File: src/rtl/rwc_rsp_vote.sv
// Majority-vote post-processing of read-write-collision responses: XOR each sample pair, vote per bit,
// emit response + instability mask on a valid/ready port. Define RWC_RSP_HW_EN to build the serial Hamming-weight stage.
module rwc_rsp_vote #(
  parameter int RSP_WIDTH  = 32,
  parameter int VOTE_COUNT = 7,
  localparam int HW_W = $clog2(RSP_WIDTH + 1)
) (
  input  logic                 w_clk,
  input  logic                 w_resetn,
  input  logic                 in_valid,
  output logic                 in_ready,
  input  logic [RSP_WIDTH-1:0] in_write,
  input  logic [RSP_WIDTH-1:0] in_clean,
  output logic                 out_valid,
  input  logic                 out_ready,
  output logic [RSP_WIDTH-1:0] out_rsp,
  output logic [RSP_WIDTH-1:0] out_unstable,
  output logic [HW_W-1:0]      out_hw,
  output logic                 busy,
  output logic [1:0]           dbg_state
);

  // Handshake: a transfer happens on a rising w_clk edge where valid && ready; valid-side data must
  // hold while valid is high and ready low. in_ready is a pure decode of state, all else is registered.

  localparam int CW = $clog2(VOTE_COUNT + 1);

  typedef enum logic [1:0] {
    ST_ACCUM  = 2'd0,
    ST_DECIDE = 2'd1,
`ifdef RWC_RSP_HW_EN
    ST_POPCNT = 2'd2,
`endif
    ST_OUT    = 2'd3
  } state_t;

  state_t                state_q, state_d;
  logic [CW-1:0]         smp_cnt_q, smp_cnt_d;
  logic [CW-1:0]         cnt_q [RSP_WIDTH];
  logic [CW-1:0]         cnt_d [RSP_WIDTH];
  logic [RSP_WIDTH-1:0]  rsp_q, rsp_d;
  logic [RSP_WIDTH-1:0]  unst_q, unst_d;
  logic [RSP_WIDTH-1:0]  raw;
  logic                  accept;

`ifdef RWC_RSP_HW_EN
  localparam int IDX_W = (RSP_WIDTH > 1) ? $clog2(RSP_WIDTH) : 1;
  logic [IDX_W-1:0]      idx_q, idx_d;
  logic [HW_W-1:0]       acc_q, acc_d;
  logic [HW_W-1:0]       hw_q, hw_d;
`endif

  assign raw    = in_write ^ in_clean;
  assign accept = in_valid && (state_q == ST_ACCUM);

  always_comb begin
    state_d   = state_q;
    smp_cnt_d = smp_cnt_q;
    cnt_d     = cnt_q;
    rsp_d     = rsp_q;
    unst_d    = unst_q;
`ifdef RWC_RSP_HW_EN
    idx_d     = idx_q;
    acc_d     = acc_q;
    hw_d      = hw_q;
`endif
    case (state_q)
      ST_ACCUM: begin
        if (accept) begin
          for (int i = 0; i < RSP_WIDTH; i++) begin
            cnt_d[i] = cnt_q[i] + CW'(raw[i]);
          end
          smp_cnt_d = smp_cnt_q + CW'(1);
          if (smp_cnt_q == CW'(VOTE_COUNT - 1)) begin
            state_d = ST_DECIDE;
          end
        end
      end
      ST_DECIDE: begin
        // A bit is unstable unless every sample agreed, i.e. its count is 0 or VOTE_COUNT.
        for (int i = 0; i < RSP_WIDTH; i++) begin
          rsp_d[i]  = cnt_q[i] > CW'(VOTE_COUNT / 2);
          unst_d[i] = (cnt_q[i] != '0) && (cnt_q[i] != CW'(VOTE_COUNT));
          cnt_d[i]  = '0;
        end
        smp_cnt_d = '0;
`ifdef RWC_RSP_HW_EN
        idx_d   = '0;
        acc_d   = '0;
        state_d = ST_POPCNT;
`else
        state_d = ST_OUT;
`endif
      end
`ifdef RWC_RSP_HW_EN
      ST_POPCNT: begin
        acc_d = acc_q + HW_W'(rsp_q[idx_q]);
        idx_d = idx_q + IDX_W'(1);
        if (idx_q == IDX_W'(RSP_WIDTH - 1)) begin
          hw_d    = acc_q + HW_W'(rsp_q[idx_q]);
          state_d = ST_OUT;
        end
      end
`endif
      ST_OUT: begin
        if (out_ready) begin
          state_d = ST_ACCUM;
        end
      end
      default: state_d = ST_ACCUM;
    endcase
  end

  always_ff @(posedge w_clk) begin
    if (!w_resetn) begin
      state_q   <= ST_ACCUM;
      smp_cnt_q <= '0;
      rsp_q     <= '0;
      unst_q    <= '0;
      for (int i = 0; i < RSP_WIDTH; i++) begin
        cnt_q[i] <= '0;
      end
`ifdef RWC_RSP_HW_EN
      idx_q     <= '0;
      acc_q     <= '0;
      hw_q      <= '0;
`endif
    end else begin
      state_q   <= state_d;
      smp_cnt_q <= smp_cnt_d;
      rsp_q     <= rsp_d;
      unst_q    <= unst_d;
      for (int i = 0; i < RSP_WIDTH; i++) begin
        cnt_q[i] <= cnt_d[i];
      end
`ifdef RWC_RSP_HW_EN
      idx_q     <= idx_d;
      acc_q     <= acc_d;
      hw_q      <= hw_d;
`endif
    end
  end

  assign in_ready     = (state_q == ST_ACCUM);
  assign out_valid    = (state_q == ST_OUT);
  assign out_rsp      = rsp_q;
  assign out_unstable = unst_q;
  assign busy         = !((state_q == ST_ACCUM) && (smp_cnt_q == '0));
  assign dbg_state    = state_q;
`ifdef RWC_RSP_HW_EN
  assign out_hw       = hw_q;
`else
  assign out_hw       = '0;
`endif

endmodule

File: config.mk
export PLATFORM = sky130hd
export DESIGN_NAME = rwc_rsp_vote
export DESIGN_NICKNAME = d
export VERILOG_FILES = /design/src/rtl/rwc_rsp_vote.sv
export SDC_FILE = /design/constraint.sdc
export NUM_CORES = 1
export LEC_CHECK = 0
export CAP_MARGIN = 20
export CORE_MARGIN = 2
export CORE_UTILIZATION = 40
export CTS_BUF_LIST = sky130_fd_sc_hd__clkbuf_2 sky130_fd_sc_hd__clkbuf_4 sky130_fd_sc_hd__clkbuf_8
export CTS_CLUSTER_DIAMETER = 100
export CTS_CLUSTER_SIZE = 24
export DETAILED_ROUTE_END_ITERATION = 8
export SYNTH_ARGS = -nofsm -noshare
export SYNTH_HDL_FRONTEND = slang
export SYNTH_SLANG_ARGS = --single-unit
File: constraint.sdc
create_clock -name w_clk -period 1.8 [get_ports w_clk]
set_input_delay 0.36 -clock w_clk [delete_from_list [all_inputs] [get_ports w_clk]]
set_output_delay 0.36 -clock w_clk [all_outputs]
set_load 0.01 [all_outputs]
==> results of run 1 <==
-- state kept, by name (all words and copies together), names as in the netlist --
name,count
out_unstable,32
cnt_q,96
out_rsp,32
smp_cnt_q,3
dbg_state,2
-- metrics by stage --
| stage | area, µm² | worst slack (ns) | hold slack [ns] | power, mW |
|---|---|---|---|---|
| 2_1_floorplan | 7830 | 0.444 | 0.452 | 4.38 |
| 3_3_place_gp | 9400 | -0.0219 | 0.442 | 4.68 |
| 3_5_place_dp | 9400 | -0.0256 | 0.446 | 4.69 |
| 4_1_cts | 9840 | 0.00963 | 0.277 | 7.67 |
| 5_1_grt | 9870 | 0.00175 | 0.284 | 7.93 |
| 6_report | 9870 | 0.0747 | 0.305 | 7.56 |
-- where the power goes --
part	switching, mW	internal [mW]	total [mW]
logic	0.342	0.396	0.737
registers	0.101	3.75	3.85
clock network	1.35	1.62	2.97
total	1.79	5.77	7.56
-- synthesized netlist by cell type --
cell type / count
mux2i_1: 1
nor3b_2: 1
a22oi_1: 65
nor2b_1: 66
o21bai_2: 1
nand2b_4: 1
nor3_2: 10
and2b_4: 1
ha_1: 67
conb_1: 1
and3_1: 1
a21boi_1: 32
clkbuf_1: 23
buf_2: 15
nand3b_1: 34
buf_4: 15
and4_1: 32
a21oi_1: 1
and2_1: 1
buf_6: 9
nor2_1: 34
xor2_1: 65
o21ai_1: 33
dfxtp_1: 165
nor4_1: 32
nand2_1: 68
inv_1: 3
nor3_1: 22
-- per-layer routing --
| layer | routed length, µm | vias to the layer above |
|---|---|---|
| met1 | 8740 | 2814 |
| met3 | 610 | 20 |
| met4 | 224 | 0 |
| met5 | 0 | - |
| li1 | - | 3060 |
| met2 | 7870 | 114 |
-- area by class of cell --
cell class	count	area (µm²)
inverter	3	11.3
tap	265	332
fill	1862	9470
timing repair buffer	155	1620
sequential	165	3310
multi-input combinational	574	4160
clock buffer	22	284
clock inverter	10	153
-- kinds of logic after synthesis --
family                   Yosys count  synth area share [%]
AND/OR/NAND/NOR                  303                  22.9
flip-flops                       165                  42.3
AO/OA/AOI/OAI                    132                  11.6
adder cells (fa/ha/maj)           67                  10.7
XOR/XNOR                          65                  7.29
buffers and inverters             65                  4.95
other                              1                0.0480
multiplexers                       1                 0.128
-- timing repair --
| action | CTS | global route |
|---|---|---|
| resized for setup | 14 | 11 |
| buffers inserted | 0 | 0 |
| hold buffers | 0 | 0 |
| endpoints found under the setup margin | 7 | 11 |
-- worst max path at each step --
stage / end / slack, ns / cells after the start
floorplan: out_unstable[13] / 0.44 / 6
global placement: cnt_q[1] / -0.02 / 6
detailed placement: cnt_q[49] / -0.03 / 6
CTS: out_rsp[11] / 0.01 / 1
global route: out_unstable[15] / 0.002 / 1
finish: out_unstable[15] / 0.07 / 1
==> key figures, run 1 <==
Critical path
  – R2R setup slack: 0.22 ns
  – Critical Path AT: around 1.4 ns
  – Critical Path Sink Type: output port
  – CP max stage delay: 0.55 ns
  – Slowest stage cell, crit path: clkdlybuf4s50_1
  – Worst Reg-to-Reg Cells: 5
  – Setup crit start kind: flop
  – Crit. Startpoint: out_unstable[15]
  – CP delay by family, top: buffers and inverters
  – Worst path bufs/invs: 1
  – Setup Crit Path Kind: reg2out
  – FF-to-FF Start: dbg_state[1]
  – Critical Path, Cell by Cell: clkdlybuf4s50_1
  – Req. time, crit path: about 1.4 ns
  – RR Endpoint: out_unstable[14]
  – CP Max Fanout: 2

Pwr
  – PD cells: between 700 and 800 nW/µm²
  – Peak supply drop: 0.440 mV
  – Leak: roughly 4.1 nW

Clock network
  – CTS tree: built
  – Root buffer cell: clkbuf_8
  – Clock Sinks: 165
  – Deepest clock path buffer count: 2
  – Clock latency at the later pin of the worst-skew pair: 0.45 ns
  – # H-tree levels: 4
  – Clk slew on worst S/H paths: 0.09 ns
  – Num CTS Buffers: 17

Global route
  – M3 GR Usage: under 10%
  – GR Util met1: about a quarter
  – Initial antenna violation count: 0
  – Met2 Usage GRT: 28.0%
  – GRT Util Overall: about 18%
  – Total grt overflow: 0
  – Vias in the first global route: 5571
  – Largest net degree at the start of global routing: 64
  – First-pass GRT wire length: 28500 µm
  – Top Usage Layer GRT: met2

Finish
  – Leading cell type in the layout, fill and taps excluded: dfxtp_1
  – Non-filler cells, final: ~1200
  – Nets@finish: ~1100
  – Ratio of cells with drive above 1 in the final layout: slightly below 8%
  – Area Growth Syn to Fin: 26.3%
  – Inserted Diodes: 0
  – Final Util: roughly half
  – Commonest non-fill, non-tap cells in the layout: dfxtp_1, clkdlybuf4s50_1, nand2_1, ha_1, nor2b_1

Drt
  – Vias/cell: just over 5
  – Routed len/inst: around 15 µm
  – Initial DRC Count: approximately 190
  – DRC viols: 0
  – 1st-pass router iterations: 6
  – DRT Wirelength: between 15000 and 20000 µm
  – Antenna Nets Post-Route: 0
  – Detailed-route via count: 6008

Yosys
  – Synth Area per Inst: about 9.8 µm²
  – Post-synth top area cell: dfxtp_1
  – Distinct cell type count after synthesis: 28
  – Register area share after synthesis: between 40% and 50%
  – Yosys top cell area share: 42.3%
  – Synth Cell Area: 7810 µm²
  – Seq cells post-synth: about 170
  – Syn Inst Count: 799
  – Ranking of synthesized cells by area: dfxtp_1, ha_1, xor2_1
  – Ys Warns: 0

STA
  – Total Neg Setup Slack: 0 ns
  – RSZ-0062 raised after global routing: false
  – Fmax: ~580 MHz
  – Clk_skew: between 0.009 and 0.01 ns
  – Final setup fails: 0
  – Max-slew violation count: 0
  – Final worst path period share: 95.9%
  – Hold Fails Final Rpt: 0
  – Period minus WS final: ~1.7 ns

Place
  – Placed Instances: 1162
  – Routability cong.: ~0.70
  – Placed wire-length estimate: roughly 11000 µm
  – Input/output buffers: approximately 140

Floorplan
  – Initial core utilization: approximately two fifths
  – Die Width: around 140 µm
  – Std-Cell Rows: ~50
  – Die area: slightly above 20000 µm²
  – I/O pin total: 143
  – Core box area: slightly below 20000 µm²
  – Die Ht: approximately 140 µm

Worst hold path
  – Hold Crit Class: in2reg
  – Hold Path Stages: 2
  – Hold EP: out_rsp[23]
  – Min-delay src: w_resetn

Status
  – Status: completed

Job
  – MaxCap Viol Count: 0
No activity file was read; power rests on OpenSTA's default activity.
==> run 2, diff against run 1 <==
--- a/config.mk
+++ b/config.mk
@@ -6,7 +6,6 @@
 export NUM_CORES = 1
 export LEC_CHECK = 0
 export CAP_MARGIN = 20
-export CORE_MARGIN = 2
 export CORE_UTILIZATION = 40
 export CTS_BUF_LIST = sky130_fd_sc_hd__clkbuf_2 sky130_fd_sc_hd__clkbuf_4 sky130_fd_sc_hd__clkbuf_8
 export CTS_CLUSTER_DIAMETER = 100
==> run 2 against run 1 <==
Wire length is 0.21% lower. Global-route usage rose by 0.67 points. Worst hold slack gained 0.045 ns. Register-to-register slack improved by 0.11 ns. Combinational power shrank 0.8%. Largest cell class unchanged. Critical path depth unchanged.
==> key figures, run 2 (synthesis results as in run 1) <==
Drt
  – Routed len/inst: 14.7 µm (was 14.6 µm)
  – Vias/cell: 4.99 (was 5.03)
  – Initial DRC Count: 271 (was 193)
  – DRC viols: 0 (unchanged)
  – 1st-pass router iterations: 4 (was 6)
  – Antenna Nets Post-Route: 0 (unchanged)
  – DRT Wirelength: 17400 µm (about the same)
  – Detailed-route via count: 5922 (was 6008)

Floorplan
  – Core box area: 18900 µm² (was 19300 µm²)
  – Die Width: 142 µm (was 144 µm)
  – I/O pin total: 143 (unchanged)
  – Std-Cell Rows: 50 (was 51)
  – Initial core utilization: 41.3% (was 40.4%)
  – Die Ht: 142 µm (was 144 µm)
  – Die area: 20100 µm² (was 20700 µm²)

Critical path
  – Setup Crit Path Kind: reg2out (unchanged)
  – CP Max Fanout: 2 (unchanged)
  – Critical Path AT: 1.37 ns (about the same)
  – Critical Path, Cell by Cell: clkdlybuf4s50_1 (unchanged)
  – Slowest stage cell, crit path: clkdlybuf4s50_1 (unchanged)
  – Critical Path Sink Type: output port (unchanged)
  – CP max stage delay: 0.55 ns (about the same)
  – CP delay by family, top: buffers and inverters (unchanged)
  – Req. time, crit path: 1.44 ns (about the same)
  – Worst path bufs/invs: 1 (unchanged)
  – Setup crit start kind: flop (unchanged)

Clock network
  – # H-tree levels: 4 (unchanged)
  – CTS tree: built (unchanged)
  – Root buffer cell: clkbuf_8 (unchanged)
  – Num CTS Buffers: 17 (unchanged)
  – Clock latency at the later pin of the worst-skew pair: 0.46 ns (was 0.45 ns)
  – Clk slew on worst S/H paths: 0.09 ns (about the same)
  – Postcts setup bufs: 0 (unchanged)
  – Clock Sinks: 165 (unchanged)
  – Deepest clock path buffer count: 2 (unchanged)

Finish
  – Non-filler cells, final: 1187 (was 1194)
  – Biggest register: cnt_q (unchanged)
  – Area Growth Syn to Fin: 26.3% (unchanged)
  – Area of the multi-input gates: 4160 µm² (unchanged)
  – Inserted Diodes: 0 (unchanged)
  – Max reg flops: 96 (unchanged)
  – Register area: 3310 µm² (about the same)
  – Nets@finish: 1049 (was 1051)
  – # fillers: 1799 (was 1862)
  – Ratio of cells with drive above 1 in the final layout: 7.44% (was 7.86%)
  – Leading cell type in the layout, fill and taps excluded: dfxtp_1 (unchanged)
  – Commonest non-fill, non-tap cells in the layout: dfxtp_1, clkdlybuf4s50_1, nand2_1, ha_1, nor2b_1 (unchanged)

Status
  – Status: completed (unchanged)

Global route
  – GRT Util Overall: 18.2% (was 17.5%)
  – Largest net degree at the start of global routing: 68 (was 64)
  – Initial antenna violation count: 0 (unchanged)
  – Total grt overflow: 0 (unchanged)
  – First-pass GRT wire length: 28500 µm (about the same)
  – Vias in the first global route: 5530 (was 5571)

Place
  – Input/output buffers: 136 (unchanged)
  – Placed Instances: 1155 (was 1162)
  – Routability cong.: 0.686 (was 0.700)
  – Placed wire-length estimate: 10700 µm (was 10900 µm)

STA
  – Clk_skew: 0.0106 ns (was 0.00930 ns)
  – Min Hold Slack: 0.350 ns (was 0.305 ns)
  – Period minus WS final: 1.73 ns (about the same)
  – Final setup fails: 0 (unchanged)
  – Max-slew violation count: 0 (unchanged)
  – Hold Fails Final Rpt: 0 (unchanged)
  – Total Neg Setup Slack: 0 ns (unchanged)
  – Final worst path period share: 96.3% (was 95.9%)
  – Fmax: 577 MHz (was 580 MHz)
  – RSZ-0062 raised after global routing: false (unchanged)

Pwr
  – Peak supply drop: 0.445 mV (was 0.440 mV)
  – Leak: 4.04 nW (was 4.14 nW)
  – Final Total Pwr: 7.87 mW (was 7.56 mW)
  – PD cells: 797 nW/µm² (was 766 nW/µm²)

Worst hold path
  – Hold Crit Class: in2reg (unchanged)

Job
  – MaxCap Viol Count: 0 (unchanged)
## run 2: changes by cell type in the layout (fill, tap and decap cells not counted), moves of 2 or more
cell,before,now
clkinv_2,5,2
dfxtp_1,162,164
clkdlybuf4s50_1,118,123
dlymetal6s2s_1,11,5
dfxtp_2,2,0
bufinv_16,4,6
## run 2: repair_timing
item	CTS	global route
setup endpoints to repair	6	5
hold buffers	0	0
cloned	0	0
hold endpoints to repair	0	0
resized for setup	12	5
## run 2: stage by stage
step | cell area, µm² | setup WS [ns] | util (%)
2_1_floorplan | 7830 | 0.444 | -
3_3_place_gp | 9370 | -0.0337 | 49.6
3_5_place_dp | 9370 | -0.0316 | 49.6
4_1_cts | 9850 | 0.00987 | 52.2
5_1_grt | 9870 | 0.0000860 | 52.2
6_report | 9870 | 0.0674 | 52.2
## run 2: worst paths after layout
path / start / to / slack [ns] / cells after the start
worst max-delay path: out_unstable[26] / out_unstable[26] / 0.07 / 1
worst min-delay path: w_resetn / cnt_q[68] / 0.35 / 3
worst max register to register: dbg_state[1] / out_unstable[21] / 0.33 / 4
worst min register to register: out_rsp[22] / out_rsp[22] / 0.45 / 2
## run 2: area by class of cell
type / count / share of cell area, %
inverters: 3 / 0.114
clock inverters: 9 / 2.00
clock buffers: 23 / 2.95
flip-flops and latches: 165 / 33.5
repair buffers: 153 / 16.0
multi-input cells: 574 / 42.2
well taps: 260 / 3.30
## run 2: report_power, final
| part | internal (mW) | switching, mW | total [mW] |
|---|---|---|---|
| clock | 1.92 | 1.35 | 3.28 |
| combinational | 0.391 | 0.340 | 0.731 |
| sequential | 3.75 | 0.103 | 3.86 |
| total | 6.07 | 1.80 | 7.87 |
## run 2: metal layers
metal	wire length (µm)	GRT usage, %	part of all wire, %	vias to the layer above
met1	8550	24.0	49	2757
li1	-	-	-	3045
met2	7800	28.6	45	107
met5	0	0	0	-
met3	844	5.26	4.8	13
met4	214	5.49	1.2	0
==> run 3, diff against run 2 <==
--- a/config.mk
+++ b/config.mk
@@ -11,6 +11,7 @@
 export CTS_CLUSTER_DIAMETER = 100
 export CTS_CLUSTER_SIZE = 24
 export DETAILED_ROUTE_END_ITERATION = 8
+export REMOVE_ABC_BUFFERS = 1
 export SYNTH_ARGS = -nofsm -noshare
 export SYNTH_HDL_FRONTEND = slang
 export SYNTH_SLANG_ARGS = --single-unit
==> run 3 against run 2 <==
Clock power fell by 9.1%. Power is 3.7% lower. Register-to-register slack worse by 0.02 ns. Non-clock buffer count is 3 higher. Wire length decreased by 2.9%. Worst hold slack got worse by 0.026 ns. Critical path depth stayed put. Largest power group unchanged.
==> key figures, run 3 (synthesis results as in run 1) <==
STA
  – RSZ-0062 raised after global routing: false (unchanged)
  – Final worst path period share: 95.8% (was 96.3%)
  – Hold Fails Final Rpt: 0 (unchanged)
  – Final setup fails: 0 (unchanged)
  – Period minus WS final: 1.73 ns (about the same)
  – Clk_skew: 0.0129 ns (was 0.0106 ns)
  – Max-slew violation count: 0 (unchanged)
  – Setup WS post-layout: 0.0747 ns (was 0.0674 ns)
  – Fmax: 580 MHz (was 577 MHz)

Clock network
  – # hold bufs at CTS: 0 (unchanged)
  – Clock Sinks: 165 (unchanged)
  – # H-tree levels: 4 (unchanged)
  – Num CTS Buffers: 17 (unchanged)
  – Clk slew on worst S/H paths: 0.09 ns (about the same)
  – CTS tree: built (unchanged)
  – Deepest clock path buffer count: 2 (unchanged)
  – Clock latency at the later pin of the worst-skew pair: 0.45 ns (was 0.46 ns)
  – Postcts setup bufs: 0 (unchanged)
  – Root buffer cell: clkbuf_8 (unchanged)

Critical path
  – Critical Path Sink Type: output port (unchanged)
  – CP delay by family, top: buffers and inverters (unchanged)
  – Slowest stage cell, crit path: clkdlybuf4s50_1 (unchanged)
  – Setup Crit Path Kind: reg2out (unchanged)
  – Setup crit start kind: flop (unchanged)
  – CP max stage delay: 0.58 ns (was 0.55 ns)
  – Critical Path AT: 1.37 ns (about the same)
  – Req. time, crit path: 1.44 ns (about the same)
  – Worst path bufs/invs: 1 (unchanged)
  – CP Max Fanout: 2 (unchanged)
  – Critical Path, Cell by Cell: clkdlybuf4s50_1 (unchanged)

Worst hold path
  – Hold Crit Class: in2reg (unchanged)

Place
  – Pre-CTS setup slack: -0.0165 ns (was -0.0316 ns)
  – Routability cong.: 0.694 (was 0.686)
  – Input/output buffers: 136 (unchanged)
  – Placed wire-length estimate: 10800 µm (was 10700 µm)

Floorplan
  – Die Width: 142 µm (unchanged)
  – Std-Cell Rows: 50 (unchanged)
  – I/O pin total: 143 (unchanged)
  – Initial core utilization: 41.3% (unchanged)
  – Die area: 20100 µm² (unchanged)
  – Die Ht: 142 µm (unchanged)
  – Core box area: 18900 µm² (unchanged)

Drt
  – Vias/cell: 5.03 (was 4.99)
  – DRT Wirelength: 16900 µm (was 17400 µm)
  – 1st-pass router iterations: 4 (unchanged)
  – Detailed-route via count: 5986 (was 5922)
  – Initial DRC Count: 304 (was 271)
  – Routed len/inst: 14.2 µm (was 14.7 µm)
  – Antenna Nets Post-Route: 0 (unchanged)
  – DRC viols: 0 (unchanged)

Global route
  – Vias in the first global route: 5756 (was 5530)
  – Largest net degree at the start of global routing: 52 (was 68)
  – First-pass GRT wire length: 28500 µm (about the same)
  – Total grt overflow: 0 (unchanged)
  – Initial antenna violation count: 0 (unchanged)
  – GRT Util Overall: 17.8% (was 18.2%)

Finish
  – Area Growth Syn to Fin: 26.4% (was 26.3%)
  – Leading cell type in the layout, fill and taps excluded: dfxtp_1 (unchanged)
  – Final Util: 52.3% (was 52.2%)
  – Max reg flops: 96 (unchanged)
  – Nets@finish: 1052 (was 1049)
  – Biggest register: cnt_q (unchanged)
  – Ratio of cells with drive above 1 in the final layout: 7.74% (was 7.44%)
  – Commonest non-fill, non-tap cells in the layout: dfxtp_1, clkdlybuf4s50_1, nand2_1, ha_1, nor2b_1 (unchanged)

Pwr
  – PD cells: 767 nW/µm² (was 797 nW/µm²)
  – Leak: 3.97 nW (was 4.04 nW)
  – Peak supply drop: 0.475 mV (was 0.445 mV)

Job
  – MaxCap Viol Count: 0 (unchanged)

Status
  – Status: completed (unchanged)
==> run 3: cell count changes in the layout (fill, tap and decap cells not counted), moves of 2 or more <==
| cell | previous run | this run |
|---|---|---|
| buf_12 | 7 | 10 |
| bufinv_16 | 6 | 4 |
| clkbuf_4 | 4 | 0 |
| clkdlybuf4s50_1 | 123 | 128 |
| clkinv_4 | 0 | 2 |
| dlygate4sd2_1 | 5 | 3 |
| dlymetal6s2s_1 | 5 | 2 |
| inv_6 | 0 | 4 |
==> run 3: final timing paths <==
path / end / start / cells after the start / slack [ns]
hold / removal: out_unstable[23] / w_resetn / 3 / 0.32
setup / recovery: out_unstable[24] / out_unstable[24] / 1 / 0.07
hold reg to reg: out_rsp[7] / out_rsp[7] / 2 / 0.45
setup reg to reg: out_unstable[20] / dbg_state[1] / 5 / 0.31
==> run 3: area by class of cell <==
type | count | area, µm²
Multi-Input combinational cell | 574 | 4160
Sequential cell | 165 | 3310
Clock inverter | 14 | 198
Antenna cell | 1 | 2.50
Inverter | 3 | 11.3
Timing Repair Buffer | 156 | 1630
Clock buffer | 18 | 248
Tap cell | 260 | 325
Fill cell | 1790 | 9020
==> run 3: layer usage <==
layer,track usage [%],vias up,share of wire [%]
met5,0,-,0
met4,4.75,0,0.48
met3,4.15,7,3.9
met2,29.6,112,47
met1,23.2,2795,48
li1,-,3072,-
==> run 3: where the power goes <==
part / leakage (nW) / switching [mW] / internal (mW)
clock: 0.220 / 1.42 / 1.57
sequential: 1.34 / 0.104 / 3.75
combinational: 2.42 / 0.339 / 0.398
==> run 3: timing repair <==
| item | CTS | global route |
|---|---|---|
| setup endpoints to repair | 5 | 2 |
| resized for setup | 10 | 2 |
| pin swaps | 0 | 0 |
| hold endpoints to repair | 0 | 0 |
==> run 3: per-stage QoR <==
stage | total power, mW | std cells | instance area (µm²) | setup TNS [ns] | hold slack (ns)
CTS | 7.71 | 1190 | 9870 | 0 | 0.301
global route | 7.97 | 1190 | 9870 | 0 | 0.309
floorplan | 4.31 | 742 | 7450 | -87.63 | 0.452
finish | 7.58 | 1191 | 9870 | 0 | 0.324
detailed placement | 4.70 | 1158 | 9430 | -0.0462 | 0.444
global placement | 4.68 | 1158 | 9430 | -0.0212 | 0.441
